**src/rtl/dm_arbiter_if.sv**
```systemverilog
// Bus bundle between the two data-memory requesters, the arbiter and the memory.
// Handshake: a requester raises mN_req with its fields stable and holds them until mN_gnt is seen high.
interface dm_arbiter_if;
  logic        m0_req;
  logic        m0_we;
  logic [31:0] m0_addr;
  logic [31:0] m0_wd;
  logic [1:0]  m0_width;
  logic        m0_sign;
  logic [31:0] m0_pc;
  logic        m0_gnt;
  logic        m0_rvalid;
  logic [31:0] m0_rdata;
  logic        m0_err;

  logic        m1_req;
  logic        m1_we;
  logic [31:0] m1_addr;
  logic [31:0] m1_wd;
  logic [1:0]  m1_width;
  logic        m1_sign;
  logic [31:0] m1_pc;
  logic        m1_gnt;
  logic        m1_rvalid;
  logic [31:0] m1_rdata;
  logic        m1_err;

  logic        dm_we;
  logic [31:0] dm_addr;
  logic [31:0] dm_wd;
  logic [1:0]  dm_width;
  logic        dm_sign;
  logic [31:0] dm_pc;
  logic [31:0] dm_rd;

  modport slave (
    input  m0_req, m0_we, m0_addr, m0_wd, m0_width, m0_sign, m0_pc,
    input  m1_req, m1_we, m1_addr, m1_wd, m1_width, m1_sign, m1_pc,
    input  dm_rd,
    output m0_gnt, m0_rvalid, m0_rdata, m0_err,
    output m1_gnt, m1_rvalid, m1_rdata, m1_err,
    output dm_we, dm_addr, dm_wd, dm_width, dm_sign, dm_pc
  );

  modport master (
    output m0_req, m0_we, m0_addr, m0_wd, m0_width, m0_sign, m0_pc,
    output m1_req, m1_we, m1_addr, m1_wd, m1_width, m1_sign, m1_pc,
    output dm_rd,
    input  m0_gnt, m0_rvalid, m0_rdata, m0_err,
    input  m1_gnt, m1_rvalid, m1_rdata, m1_err,
    input  dm_we, dm_addr, dm_wd, dm_width, dm_sign, dm_pc
  );
endinterface

```
**src/rtl/dm_arbiter.sv**
```systemverilog
// Two-port arbiter for the single-port data memory: M-stage (port 0) and debug/DMA loader (port 1).
// One access per cycle; load data and alignment errors come back registered one cycle after the grant.
module dm_arbiter #(
  parameter int PRIO_MODE = 0,
  parameter int MAX_WAIT  = 4
) (
  input logic         clk,
  input logic         reset,
  dm_arbiter_if.slave bus
);

  localparam logic [3:0] MAX_W = 4'(MAX_WAIT);

  logic        r_rr_last;
  logic [3:0]  r_wait_cnt;
  logic        r_rvalid0, r_rvalid1;
  logic        r_err0, r_err1;
  logic [31:0] r_rdata0, r_rdata1;

  logic        w_gnt0, w_gnt1, w_any;
  logic        w_we;
  logic [31:0] w_addr, w_wd, w_pc;
  logic [1:0]  w_width;
  logic        w_sign;
  logic        w_fault, w_load_ok;

  // Grants are gated by reset so the memory sees no access while reset is held.
  always_comb begin
    w_gnt0 = 1'b0;
    w_gnt1 = 1'b0;
    if (reset) begin
      if (bus.m0_req && bus.m1_req) begin
        if (PRIO_MODE == 0) begin
          if (r_wait_cnt == MAX_W) w_gnt1 = 1'b1;
          else                     w_gnt0 = 1'b1;
        end else begin
          if (r_rr_last) w_gnt0 = 1'b1;
          else           w_gnt1 = 1'b1;
        end
      end else begin
        w_gnt0 = bus.m0_req;
        w_gnt1 = bus.m1_req;
      end
    end
  end

  always_comb begin
    w_we    = 1'b0;
    w_addr  = 32'h0;
    w_wd    = 32'h0;
    w_width = 2'd0;
    w_sign  = 1'b0;
    w_pc    = 32'h0;
    if (w_gnt0) begin
      w_we    = bus.m0_we;
      w_addr  = bus.m0_addr;
      w_wd    = bus.m0_wd;
      w_width = bus.m0_width;
      w_sign  = bus.m0_sign;
      w_pc    = bus.m0_pc;
    end else if (w_gnt1) begin
      w_we    = bus.m1_we;
      w_addr  = bus.m1_addr;
      w_wd    = bus.m1_wd;
      w_width = bus.m1_width;
      w_sign  = bus.m1_sign;
      w_pc    = bus.m1_pc;
    end
  end

  assign w_any     = w_gnt0 | w_gnt1;
  assign w_fault   = w_any && ((w_width == 2'd3) ||
                               (w_width == 2'd0 && w_addr[1:0] != 2'b00) ||
                               (w_width == 2'd1 && w_addr[0]));
  assign w_load_ok = w_any & ~w_we & ~w_fault;

  assign bus.dm_we     = w_we & ~w_fault;
  assign bus.dm_addr   = w_addr;
  assign bus.dm_wd     = w_wd;
  assign bus.dm_width  = w_width;
  assign bus.dm_sign   = w_sign;
  assign bus.dm_pc     = w_pc;

  assign bus.m0_gnt    = w_gnt0;
  assign bus.m1_gnt    = w_gnt1;
  assign bus.m0_rvalid = r_rvalid0;
  assign bus.m1_rvalid = r_rvalid1;
  assign bus.m0_rdata  = r_rdata0;
  assign bus.m1_rdata  = r_rdata1;
  assign bus.m0_err    = r_err0;
  assign bus.m1_err    = r_err1;

  always_ff @(posedge clk or negedge reset) begin
    if (!reset) begin
      r_rr_last  <= 1'b1;
      r_wait_cnt <= 4'd0;
      r_rvalid0  <= 1'b0;
      r_rvalid1  <= 1'b0;
      r_err0     <= 1'b0;
      r_err1     <= 1'b0;
      r_rdata0   <= 32'h0;
      r_rdata1   <= 32'h0;
    end else begin
      r_rvalid0 <= w_gnt0 & w_load_ok;
      r_rvalid1 <= w_gnt1 & w_load_ok;
      r_err0    <= w_gnt0 & w_fault;
      r_err1    <= w_gnt1 & w_fault;
      if (w_gnt0 & w_load_ok) r_rdata0 <= bus.dm_rd;
      if (w_gnt1 & w_load_ok) r_rdata1 <= bus.dm_rd;
      if (w_any) r_rr_last <= w_gnt1;
      // Port 1 starvation guard; only meaningful under fixed priority.
      if (PRIO_MODE == 0) begin
        if (!bus.m1_req || w_gnt1)  r_wait_cnt <= 4'd0;
        else if (r_wait_cnt != MAX_W) r_wait_cnt <= r_wait_cnt + 4'd1;
      end else begin
        r_wait_cnt <= 4'd0;
      end
    end
  end

endmodule

```
**src/flat_wrapper.sv**
```systemverilog
// flat-port wrapper written by rule: the top's interface ports become plain ports
module dm_arbiter_flat 
#(
  parameter int PRIO_MODE = 0,
  parameter int MAX_WAIT  = 4
)
  (clk, reset, bus_m0_req, bus_m0_we, bus_m0_addr, bus_m0_wd, bus_m0_width, bus_m0_sign, bus_m0_pc, bus_m1_req, bus_m1_we, bus_m1_addr, bus_m1_wd, bus_m1_width, bus_m1_sign, bus_m1_pc, bus_dm_rd, bus_m0_gnt, bus_m0_rvalid, bus_m0_rdata, bus_m0_err, bus_m1_gnt, bus_m1_rvalid, bus_m1_rdata, bus_m1_err, bus_dm_we, bus_dm_addr, bus_dm_wd, bus_dm_width, bus_dm_sign, bus_dm_pc);
  dm_arbiter_if bus_i ();
  input logic clk;
  input logic reset;
  input wire logic [$bits(bus_i.m0_req)-1:0] bus_m0_req;
  input wire logic [$bits(bus_i.m0_we)-1:0] bus_m0_we;
  input wire logic [$bits(bus_i.m0_addr)-1:0] bus_m0_addr;
  input wire logic [$bits(bus_i.m0_wd)-1:0] bus_m0_wd;
  input wire logic [$bits(bus_i.m0_width)-1:0] bus_m0_width;
  input wire logic [$bits(bus_i.m0_sign)-1:0] bus_m0_sign;
  input wire logic [$bits(bus_i.m0_pc)-1:0] bus_m0_pc;
  input wire logic [$bits(bus_i.m1_req)-1:0] bus_m1_req;
  input wire logic [$bits(bus_i.m1_we)-1:0] bus_m1_we;
  input wire logic [$bits(bus_i.m1_addr)-1:0] bus_m1_addr;
  input wire logic [$bits(bus_i.m1_wd)-1:0] bus_m1_wd;
  input wire logic [$bits(bus_i.m1_width)-1:0] bus_m1_width;
  input wire logic [$bits(bus_i.m1_sign)-1:0] bus_m1_sign;
  input wire logic [$bits(bus_i.m1_pc)-1:0] bus_m1_pc;
  input wire logic [$bits(bus_i.dm_rd)-1:0] bus_dm_rd;
  output wire logic [$bits(bus_i.m0_gnt)-1:0] bus_m0_gnt;
  output wire logic [$bits(bus_i.m0_rvalid)-1:0] bus_m0_rvalid;
  output wire logic [$bits(bus_i.m0_rdata)-1:0] bus_m0_rdata;
  output wire logic [$bits(bus_i.m0_err)-1:0] bus_m0_err;
  output wire logic [$bits(bus_i.m1_gnt)-1:0] bus_m1_gnt;
  output wire logic [$bits(bus_i.m1_rvalid)-1:0] bus_m1_rvalid;
  output wire logic [$bits(bus_i.m1_rdata)-1:0] bus_m1_rdata;
  output wire logic [$bits(bus_i.m1_err)-1:0] bus_m1_err;
  output wire logic [$bits(bus_i.dm_we)-1:0] bus_dm_we;
  output wire logic [$bits(bus_i.dm_addr)-1:0] bus_dm_addr;
  output wire logic [$bits(bus_i.dm_wd)-1:0] bus_dm_wd;
  output wire logic [$bits(bus_i.dm_width)-1:0] bus_dm_width;
  output wire logic [$bits(bus_i.dm_sign)-1:0] bus_dm_sign;
  output wire logic [$bits(bus_i.dm_pc)-1:0] bus_dm_pc;
  assign bus_i.m0_req = bus_m0_req;
  assign bus_i.m0_we = bus_m0_we;
  assign bus_i.m0_addr = bus_m0_addr;
  assign bus_i.m0_wd = bus_m0_wd;
  assign bus_i.m0_width = bus_m0_width;
  assign bus_i.m0_sign = bus_m0_sign;
  assign bus_i.m0_pc = bus_m0_pc;
  assign bus_i.m1_req = bus_m1_req;
  assign bus_i.m1_we = bus_m1_we;
  assign bus_i.m1_addr = bus_m1_addr;
  assign bus_i.m1_wd = bus_m1_wd;
  assign bus_i.m1_width = bus_m1_width;
  assign bus_i.m1_sign = bus_m1_sign;
  assign bus_i.m1_pc = bus_m1_pc;
  assign bus_i.dm_rd = bus_dm_rd;
  assign bus_m0_gnt = bus_i.m0_gnt;
  assign bus_m0_rvalid = bus_i.m0_rvalid;
  assign bus_m0_rdata = bus_i.m0_rdata;
  assign bus_m0_err = bus_i.m0_err;
  assign bus_m1_gnt = bus_i.m1_gnt;
  assign bus_m1_rvalid = bus_i.m1_rvalid;
  assign bus_m1_rdata = bus_i.m1_rdata;
  assign bus_m1_err = bus_i.m1_err;
  assign bus_dm_we = bus_i.dm_we;
  assign bus_dm_addr = bus_i.dm_addr;
  assign bus_dm_wd = bus_i.dm_wd;
  assign bus_dm_width = bus_i.dm_width;
  assign bus_dm_sign = bus_i.dm_sign;
  assign bus_dm_pc = bus_i.dm_pc;
  dm_arbiter #(.PRIO_MODE(PRIO_MODE), .MAX_WAIT(MAX_WAIT)) u_core (.clk(clk), .reset(reset), .bus(bus_i));
endmodule
```
**config.mk**
```make
export PLATFORM = sky130hd
export DESIGN_NAME = dm_arbiter_flat
export DESIGN_NICKNAME = d
export VERILOG_FILES = /design/src/rtl/dm_arbiter_if.sv /design/src/rtl/dm_arbiter.sv /design/src/flat_wrapper.sv
export SDC_FILE = /design/constraint.sdc
export NUM_CORES = 1
export LEC_CHECK = 0
export ABC_AREA = 1
export BUFFER_PORTS_ARGS = -buffer_cell sky130_fd_sc_hd__buf_2
export CORE_AREA = 8 8 152 154
export CTS_CLUSTER_DIAMETER = 60
export DETAILED_ROUTE_END_ITERATION = 6
export DIE_AREA = 0 0 160 162
export GPL_TIMING_DRIVEN = 0
export PLACE_DENSITY = 0.62
export SETUP_SLACK_MARGIN = 0.02
export SLEW_MARGIN = 20
export SYNTH_ARGS = -nofsm -noshare
export SYNTH_HDL_FRONTEND = slang
export SYNTH_SLANG_ARGS = --single-unit
```
**constraint.sdc**
```tcl
create_clock -name clk -period 2.14 [get_ports clk]
set_clock_uncertainty 0.1 [all_clocks]
set_input_delay 0.428 -clock clk [delete_from_list [all_inputs] [get_ports clk]]
set_output_delay 0.428 -clock clk [all_outputs]
set_load 0.01 [all_outputs]
```
* Word-level counts from Yosys, hierarchy flattened
Cells that the tools add are included.
Widths: inputs -> output; s select.
** Operators by class
- Add/sub/neg operators :: 1
- Bitwise operators :: 10
- Reductions and logical operators :: 11
- Equal/unequal tests :: 4
- Multiplexer cells :: 20
** Operators with widths (count)
- $mux 32 :: 6
- $mux 1 :: 10
- $mux 4 :: 2
- $and 1x1->1 :: 7
- $add 4x1->4 const B :: 1
- $eq 4x3->1 const B :: 1
- $logic_and 1x1->1 :: 4
- $mux 2 :: 2
- $ne 4x3->1 const B :: 1
- $reduce_bool 2->1 :: 2
- $logic_or 1x1->1 :: 3
- $eq 2x1->1 const B :: 1
- $eq 2x2->1 const B :: 1
- $logic_not 2->1 :: 1
- $not 1->1 :: 2
- $logic_not 1->1 :: 1
- $or 1x1->1 :: 1
** Word-level totals
- Output and inout port bits :: 170
- Logic and storage cells :: 53
- Input bits :: 236
- Bits in registers :: 72

* Depth between registers and ports, before layout
Gate-level depths: netlist of the first run.
- Depth in word-level cells :: 14
- Mapped depth :: 15
- Gate-level depth less buffers :: 14

* Least setup slack after synthesis of the first run
OpenSTA, ideal clock, no wires.
- Kind :: reg2out
- Start point :: reg u_core.r_wait_cnt[0]
- End point :: out bus_dm_addr[10]
- Required time :: 1.612 ns
- Slack :: 0.046 ns
- Buffers on the path :: 2
- Cell stages (with the launch flop) :: 9
- Data arrival time :: 1.566 ns
- Cells stage by stage :: dfrtp_1 -> inv_1 -> ha_1 -> nand4_2 -> nand2_2 -> inv_2 -> clkbuf_1 -> buf_2 -> a22o_1
** On the way
- Cells in the longest elaborated chain, start to end :: 6
- Elaborated cells between the ends (all ways) :: 9
- Classes of those cells :: 1 x eq/ne; 8 x mux
** Ends and longest elaborated chain
- from (decl) :: RTL line dm_arbiter.sv:15 : logic [3:0] r_wait_cnt;
- from (signal assigned) :: RTL line dm_arbiter.sv:114 : else if (r_wait_cnt != MAX_W) r_wait_cnt <= r_wait_cnt + 4'd1;
- $eq 4x3->1 * :: RTL line dm_arbiter.sv:34 : if (r_wait_cnt == MAX_W) w_gnt1 = 1'b1;
- $mux 1 :: RTL line dm_arbiter.sv:34
- $mux 1 :: RTL line dm_arbiter.sv:32 : if (bus.m0_req && bus.m1_req) begin
- $mux 1 :: RTL line dm_arbiter.sv:31 : if (reset) begin
- $mux 32 :: RTL line dm_arbiter.sv:61 : end else if (w_gnt1) begin
- $mux 32 * :: RTL line dm_arbiter.sv:54 : if (w_gnt0) begin
- to (decl) :: RTL line flat_wrapper.sv:35 : output wire logic [$bits(bus_i.dm_addr)-1:0] bus_dm_addr;
Every way passes the cells marked *; elsewhere a longest branch is shown, timed or not.

* Final worst setup path of the first run
- Start point :: reg u_core.r_wait_cnt[1]
- End point :: out bus_dm_pc[17]
** On the way
- Cells in the longest elaborated chain, start to end :: 6
- Elaborated cells between the ends (all ways) :: 9
- Classes of those cells :: 1 x eq/ne; 8 x mux
** Ends and longest elaborated chain
- $eq 4x3->1 * :: RTL line dm_arbiter.sv:34
- $mux 1 :: RTL line dm_arbiter.sv:34
- $mux 1 :: RTL line dm_arbiter.sv:32
- $mux 1 :: RTL line dm_arbiter.sv:31
- $mux 32 :: RTL line dm_arbiter.sv:61
- $mux 32 * :: RTL line dm_arbiter.sv:54
- to (decl) :: RTL line flat_wrapper.sv:39 : output wire logic [$bits(bus_i.dm_pc)-1:0] bus_dm_pc;
Marked as above.

==> reports/summary.txt, run 1 <==
status = finished, violations left
failing checks = negative setup slack
Peak VDD IR = 0.3753 mV
Max Clk Rate = 405.1 MHz
DIE WIDTH = 160 um
vias in the first global route = 6259
global-route wire length before repair = 41100 um
biggest area consumer among synthesized cells = dfrtp_1
fin crit period = 2.468 ns
Post-Synth XOR/XNOR Area = 0.2091%
CP top delay family = buffers and inverters
Hold Fails Final Rpt = 0
I/O pin count = 406
WL final = 28490 um
Compound-Gate Fraction of Synth Area = 20.73%
crit path DAT = 1.94 ns
area of the multi-input gates = 2261 um^2
Synth cell types = 28
Lkg Pwr = 0.004783 uW
Filler cells = 2116
initial antenna violation count = 5
FP Rows = 53
largest family of logic cells by synthesized area = simple AND/OR/NAND/NOR gates
setup tns final = -31.75 ns
DR WL/cell = 23.35 um
drt pass-1 iters = 5
Power Dens Cells = 661.2 nW/um^2
Net count, final = 1174
Clock Sinks = 72
Final Setup Violations = 164
clk slew on worst S/H paths = 0.06 ns
Slew @ Worst Pin = 0.8504 ns
area grow syn2layout = 104.0%
FF-to-FF setup slack = -0.15 ns
Mapped Cells = 466
Max Buffers Root-to-Sink = 2
die height = 162 um
syn_nets = 704
Tcrit/Tclk final = 115.3%
Starting Density = 20.24%
WP buf/inv = 5
top-area cell type share of the netlist area = 43.02%
Antenna Nets Post-Route = 0
crit path cell chain = inv_2 -> ha_4 -> nand3_2 -> nand2_4 -> nand2_4 -> clkinv_8 -> buf_12 -> buf_8 -> a22o_1 -> buf_2
mux cell area share after synthesis = 0%
Post-Synth Simple-Gate Area = 27.28%
synth top area cells = dfrtp_1 43%, a22o_1 20%, nand2_1 12%
Worst EP required = 1.61 ns
via count = 5692
Vias/cell = 4.666
clock latency on the worst-skew pair = 0.33 ns
register area = 1802 um^2
total CTS buffers = 9
Yosys reg bits = 72
RSZ-0062 raised after global routing = true
Setup CP Type = reg -> out
CTS tree = built
GPL Wtd Cong = 0.8943
Root Buffer = clkbuf_16
Syn Area/Cell = 8.987 um^2
I/O Buffers = 405
Cell Area, Synth = 4188 um^2
slowest CP cell = dfrtp_1
post-layout util = 41.30%
Synth Area in Adders = 0.5976%
largest net degree at the start of global routing = 36
DR iter-0 viols = 217
CP peak stage delay = 0.36 ns
Slew headroom = 43.12%
Worst setup EP type = output port
sequential-to-total area share from yosys stat = 43.02%
proportion of layout cells with a drive suffix above 1 = 60.36%
startpoint types = flop
final setup margin = -0.3284 ns
number of max-cap violations = 0
Die Area = 25920 um^2
Placeable Area = 20690 um^2
H-tree depth = 3
pins over their slew limit = 0
Remaining DRCs = 0
CP dominant cell by count = nand2_4
Final Power = 5650 uW
Max FO, Critical Path = 10
global route overflow = 0
DP HPWL = 22160 um
Ys Warns = 0
GR Util All Layers = 21.05%
Hold Path Class = in -> async
[synth_stat cells]
cell type    n
a21boi_0     1
a21oi_2      1
a22o_1      95
a41o_1       1
buf_1        1
buf_2       32
buf_4        6
buf_6        6
buf_8        1
clkbuf_1     2
clkinv_2     1
dfrtp_1     72
ha_1         2
inv_1        6
inv_2        4
nand2_1    138
nand2_2      8
nand2_4      2
nand3_1      7
nand3_2      2
nand3_4      2
nand4_1     64
nand4_2      1
nor2_1       6
nor2_8       1
o21ai_0      2
or2_2        1
xor2_1       1
[registers in the layout, indices dropped and copies added (netlist names)]
signal / cells
u_core.bus.m0_rdata: 32
u_core.bus.m1_rdata: 32
u_core.r_wait_cnt: 4
u_core.bus.m0_err: 1
u_core.bus.m0_rvalid: 1
u_core.bus.m1_err: 1
u_core.bus.m1_rvalid: 1
[tightest hold or removal path: cells and delay by family]
family | cells | cell delay [ns]
buffers and inverters | 3 | 0.41
[metal layers]
metal  vias to the layer above  GRT usage (%)  share of wire, %
li1                       2660              -                 -
met1                      2737          21.92                36
met2                       269          38.35                53
met4                         0          6.330               2.0
met3                        26          8.352               9.2
met5                         -              0                 0
[placed cells by master, fill, tap and decap left out, types with 2 or more instances in the layout]
| cell | count |
|---|---|
| inv_2 | 5 |
| clkbuf_1 | 2 |
| buf_2 | 367 |
| buf_16 | 13 |
| nand3_4 | 2 |
| dfrtp_1 | 72 |
| clkinv_2 | 2 |
| nor2_1 | 5 |
| clkbuf_16 | 11 |
| bufbuf_16 | 2 |
| nand2_4 | 4 |
| nand4_1 | 64 |
| buf_12 | 14 |
| buf_4 | 24 |
| nand2_1 | 133 |
| buf_8 | 15 |
| nand3_2 | 2 |
| o21ai_0 | 2 |
| buf_6 | 67 |
| nand3_1 | 7 |
| a22o_4 | 17 |
| a22o_1 | 78 |
| inv_1 | 4 |
| diode_2 | 4 |
| nand2_2 | 10 |
[area by class of cell]
| type | count | share of cell area, % |
|---|---|---|
| Tap cell | 275 | 4.027 |
| Timing Repair Buffer | 462 | 36.99 |
| Buffer | 45 | 7.102 |
| Multi-Input combinational cell | 335 | 26.46 |
| Inverter | 11 | 0.7175 |
| Sequential cell | 72 | 21.09 |
| Clock buffer | 11 | 2.841 |
| Clock inverter | 5 | 0.6590 |
| Antenna cell | 4 | 0.1171 |
[kinds of logic after synthesis]
group	after synthesis
AO/OA/AOI/OAI	100
XOR/XNOR	1
adder cells (fa/ha/maj)	2
buffers and inverters	59
flip-flops	72
AND/OR/NAND/NOR	232
[where the power goes]
part / total, uW / internal (uW) / switching (uW)
clock network: 1530 / 934 / 599
logic: 2240 / 1100 / 1140
registers: 1880 / 1690 / 186
total: 5650 / 3730 / 1920
[repair_timing]
item | CTS | global route
endpoints found under the setup margin | 170 | 170
gates cloned | 18 | 0
hold buffers | 3 | 0
gates resized for setup | 198 | 27
pin swaps | 49 | 18
hold endpoints to repair | 35 | 0
setup buffers | 33 | 2
[final timing paths]
kind | endpoint | cells after the start | start
max in group asynchronous | u_core.bus.m0_rdata[12]$_DFFE_PN0P_ | 3 | reset
min in group clk | u_core.bus.m0_rdata[31]$_DFFE_PN0P_ | 3 | bus_dm_rd[31]
worst max register to register | u_core.bus.m1_rdata[9]$_DFFE_PN0P_ | 18 | u_core.r_wait_cnt[1]$_DFFE_PN0P_
worst min register to register | u_core.bus.m1_rdata[31]$_DFFE_PN0P_ | 2 | u_core.bus.m1_rdata[31]$_DFFE_PN0P_
worst max-delay path | bus_dm_pc[17] | 10 | u_core.r_wait_cnt[1]$_DFFE_PN0P_
worst min-delay path | u_core.bus.m1_rdata[25]$_DFFE_PN0P_ | 3 | reset
[metrics by stage]
| step | hold slack (ns) | cells | area (um^2) | worst slack [ns] |
|---|---|---|---|---|
| 6_report | 0.03827 | 1220 | 8544 | -0.3284 |
| 5_1_grt | 0.05117 | 1220 | 8544 | -0.3896 |
| 4_1_cts | 0.04179 | 1215 | 8394 | -0.3998 |
| 3_5_place_dp | 0.3285 | 1147 | 6581 | -1.517 |
| 3_3_place_gp | 0.3523 | 1146 | 6559 | -2.206 |
| 2_1_floorplan | 0.03241 | 466 | 4188 | 0.04633 |
(Power assumes the default switching activity.)
==> inputs of run 2 (changes only) <==
--- a/config.mk
+++ b/config.mk
@@ -12,6 +12,7 @@
 export DETAILED_ROUTE_END_ITERATION = 6
 export DIE_AREA = 0 0 160 162
 export GPL_TIMING_DRIVEN = 0
+export HOLD_SLACK_MARGIN = 0.1
 export PLACE_DENSITY = 0.62
 export SETUP_SLACK_MARGIN = 0.02
 export SLEW_MARGIN = 20
==> reports/summary.txt, run 2 (synthesis gave the netlist of run 1 again) <==
Antenna Nets Post-Route = 0 (unchanged)
Worst EP required = 1.61 ns (about the same)
slowest CP cell = dfrtp_1 (unchanged)
most frequent cells in the layout = 367 x buf_2, 133 x nand2_1, 78 x a22o_1, 72 x dfrtp_1, 67 x buf_6 (unchanged)
Final Power = 5663 uW (was 5650 uW)
Slew headroom = 42.95% (was 43.12%)
Placeable Area = 20690 um^2 (unchanged)
drt pass-1 iters = 5 (unchanged)
Setup CP Type = reg -> out (unchanged)
DR WL/cell = 23.37 um (was 23.35 um)
Design Area, Final = 8574 um^2 (was 8544 um^2)
I/O pin count = 406 (unchanged)
via count = 5739 (was 5692)
Max Clk Rate = 404.8 MHz (was 405.1 MHz)
global-route wire length before repair = 41210 um (was 41100 um)
WL final = 28550 um (was 28490 um)
Remaining DRCs = 0 (unchanged)
pins over their slew limit = 0 (unchanged)
Vias/cell = 4.696 (was 4.666)
status = finished, violations left (unchanged)
total CTS buffers = 9 (unchanged)
Starting Density = 20.24% (unchanged)
CTS tree = built (unchanged)
DR iter-0 viols = 231 (was 217)
clock latency on the worst-skew pair = 0.33 ns (about the same)
startpoint types = flop (unchanged)
H-tree depth = 3 (unchanged)
area grow syn2layout = 104.8% (was 104.0%)
GPL Wtd Cong = 0.8943 (unchanged)
CP dominant cell by count = nand2_4 (unchanged)
DIE WIDTH = 160 um (unchanged)
CP top delay family = buffers and inverters (unchanged)
initial antenna violation count = 5 (unchanged)
Final Setup Violations = 164 (unchanged)
Max FO, Critical Path = 10 (unchanged)
number of max-cap violations = 0 (unchanged)
setup tns final = -32.09 ns (was -31.75 ns)
Worst setup EP type = output port (unchanged)
Hold Path Class = in -> async (unchanged)
pre-CTS setup slack = -1.517 ns (unchanged)
DP Area = 6581 um^2 (unchanged)
crit path DAT = 1.94 ns (about the same)
fin crit period = 2.470 ns (was 2.468 ns)
largest net degree at the start of global routing = 36 (unchanged)
Peak VDD IR = 0.3754 mV (was 0.3753 mV)
FP Rows = 53 (unchanged)
I/O Buffers = 405 (unchanged)
Tcrit/Tclk final = 115.4% (was 115.3%)
Power Dens Cells = 660.4 nW/um^2 (was 661.2 nW/um^2)
Lkg Pwr = 0.004797 uW (was 0.004783 uW)
clk slew on worst S/H paths = 0.06 ns (about the same)
proportion of layout cells with a drive suffix above 1 = 60.34% (was 60.36%)
Slew @ Worst Pin = 0.8529 ns (was 0.8504 ns)
commonest non-fill, non-tap cell in the layout = buf_2 (unchanged)
RSZ-0062 raised after global routing = true (unchanged)
Net count, final = 1176 (was 1174)
Die Area = 25920 um^2 (unchanged)
die height = 162 um (unchanged)
Max Buffers Root-to-Sink = 2 (unchanged)
failing checks = negative setup slack (unchanged)
Clock Sinks = 72 (unchanged)
DP HPWL = 22160 um (unchanged)
Root Buffer = clkbuf_16 (unchanged)
CP peak stage delay = 0.36 ns (about the same)
crit path cell chain = inv_2 -> ha_4 -> nand3_2 -> nand2_4 -> nand2_4 -> clkinv_8 -> buf_12 -> buf_8 -> a22o_1 -> buf_2 (unchanged)
vias in the first global route = 6265 (was 6259)
final setup margin = -0.3301 ns (was -0.3284 ns)
global route overflow = 0 (unchanged)
GR Util All Layers = 21.12% (was 21.05%)
Hold Fails Final Rpt = 0 (unchanged)
WP buf/inv = 5 (unchanged)
## run 2: cell types whose count changed in the layout (fill, tap and decap cells not counted), sizes merged
cell / previous run / this run
dlygate4sd3: 1 / 2
buf: 501 / 502
## run 2: metal layers
layer | global-route usage (%) | vias to the layer above | wire length, um
met4 | 6.330 | 0 | 592
li1 | - | 2668 | -
met3 | 8.378 | 28 | 2675
met1 | 21.98 | 2753 | 10240
met5 | 0 | - | 0
met2 | 38.50 | 290 | 15040
## run 2: area by class of cell
class | instances | area [um^2]
Buffer | 45 | 606.8
Sequential cell | 72 | 1802
Clock buffer | 11 | 242.7
Tap cell | 275 | 344.1
Fill cell | 2117 | 12120
Inverter | 11 | 61.31
Multi-Input combinational cell | 335 | 2261
Antenna cell | 4 | 10.01
Clock inverter | 5 | 56.30
Timing Repair Buffer | 464 | 3191
## run 2: final timing paths
| check | cells past startpoint | from | end | slack (ns) |
|---|---|---|---|---|
| min in group clk | 3 | bus_dm_rd[31] | u_core.bus.m0_rdata[31]$_DFFE_PN0P_ | 0.25 |
| min | 4 | reset | u_core.bus.m0_rdata[19]$_DFFE_PN0P_ | 0.12 |
| max | 10 | u_core.r_wait_cnt[1]$_DFFE_PN0P_ | bus_dm_pc[17] | -0.33 |
| min reg2reg | 2 | u_core.bus.m1_rdata[31]$_DFFE_PN0P_ | u_core.bus.m1_rdata[31]$_DFFE_PN0P_ | 0.36 |
| max in group asynchronous | 4 | reset | u_core.bus.m0_rdata[12]$_DFFE_PN0P_ | 0.54 |
| max reg2reg | 18 | u_core.r_wait_cnt[1]$_DFFE_PN0P_ | u_core.bus.m1_rdata[9]$_DFFE_PN0P_ | -0.15 |
## run 2: worst register-to-register path, delay by kind of cell, from the launching register on
| kind | cells | cell delay [ns] |
|---|---|---|
| simple gates | 10 | 0.74 |
| flops | 1 | 0.39 |
| fa+ha+maj | 1 | 0.15 |
| buf+inv | 7 | 0.80 |
## run 2: what timing repair did
item | in CTS | in global routing
gates resized for setup | 198 | 27
hold buffers | 5 | 0
hold endpoints to repair | 52 | 0
pin swaps | 49 | 18
setup endpoints to repair | 170 | 170
buffers inserted | 33 | 2
gates cloned | 18 | 0
## run 2: stage by stage
step / hold slack (ns) / std cells / utilization [%]
2_1_floorplan: 0.03241 / 466 / -
3_3_place_gp: 0.3523 / 1146 / 31.70
3_5_place_dp: 0.3285 / 1147 / 31.81
4_1_cts: 0.1215 / 1217 / 40.72
5_1_grt: 0.1327 / 1222 / 41.44
6_report: 0.1202 / 1222 / 41.44
## run 2: power breakdown
part / switching (uW) / leakage [uW] / internal, uW
Combinational: 1140 / 0.00374 / 1110
Clock: 603 / 0.000146 / 934
Sequential: 187 / 0.000915 / 1690
Total: 1930 / 0.00480 / 3730
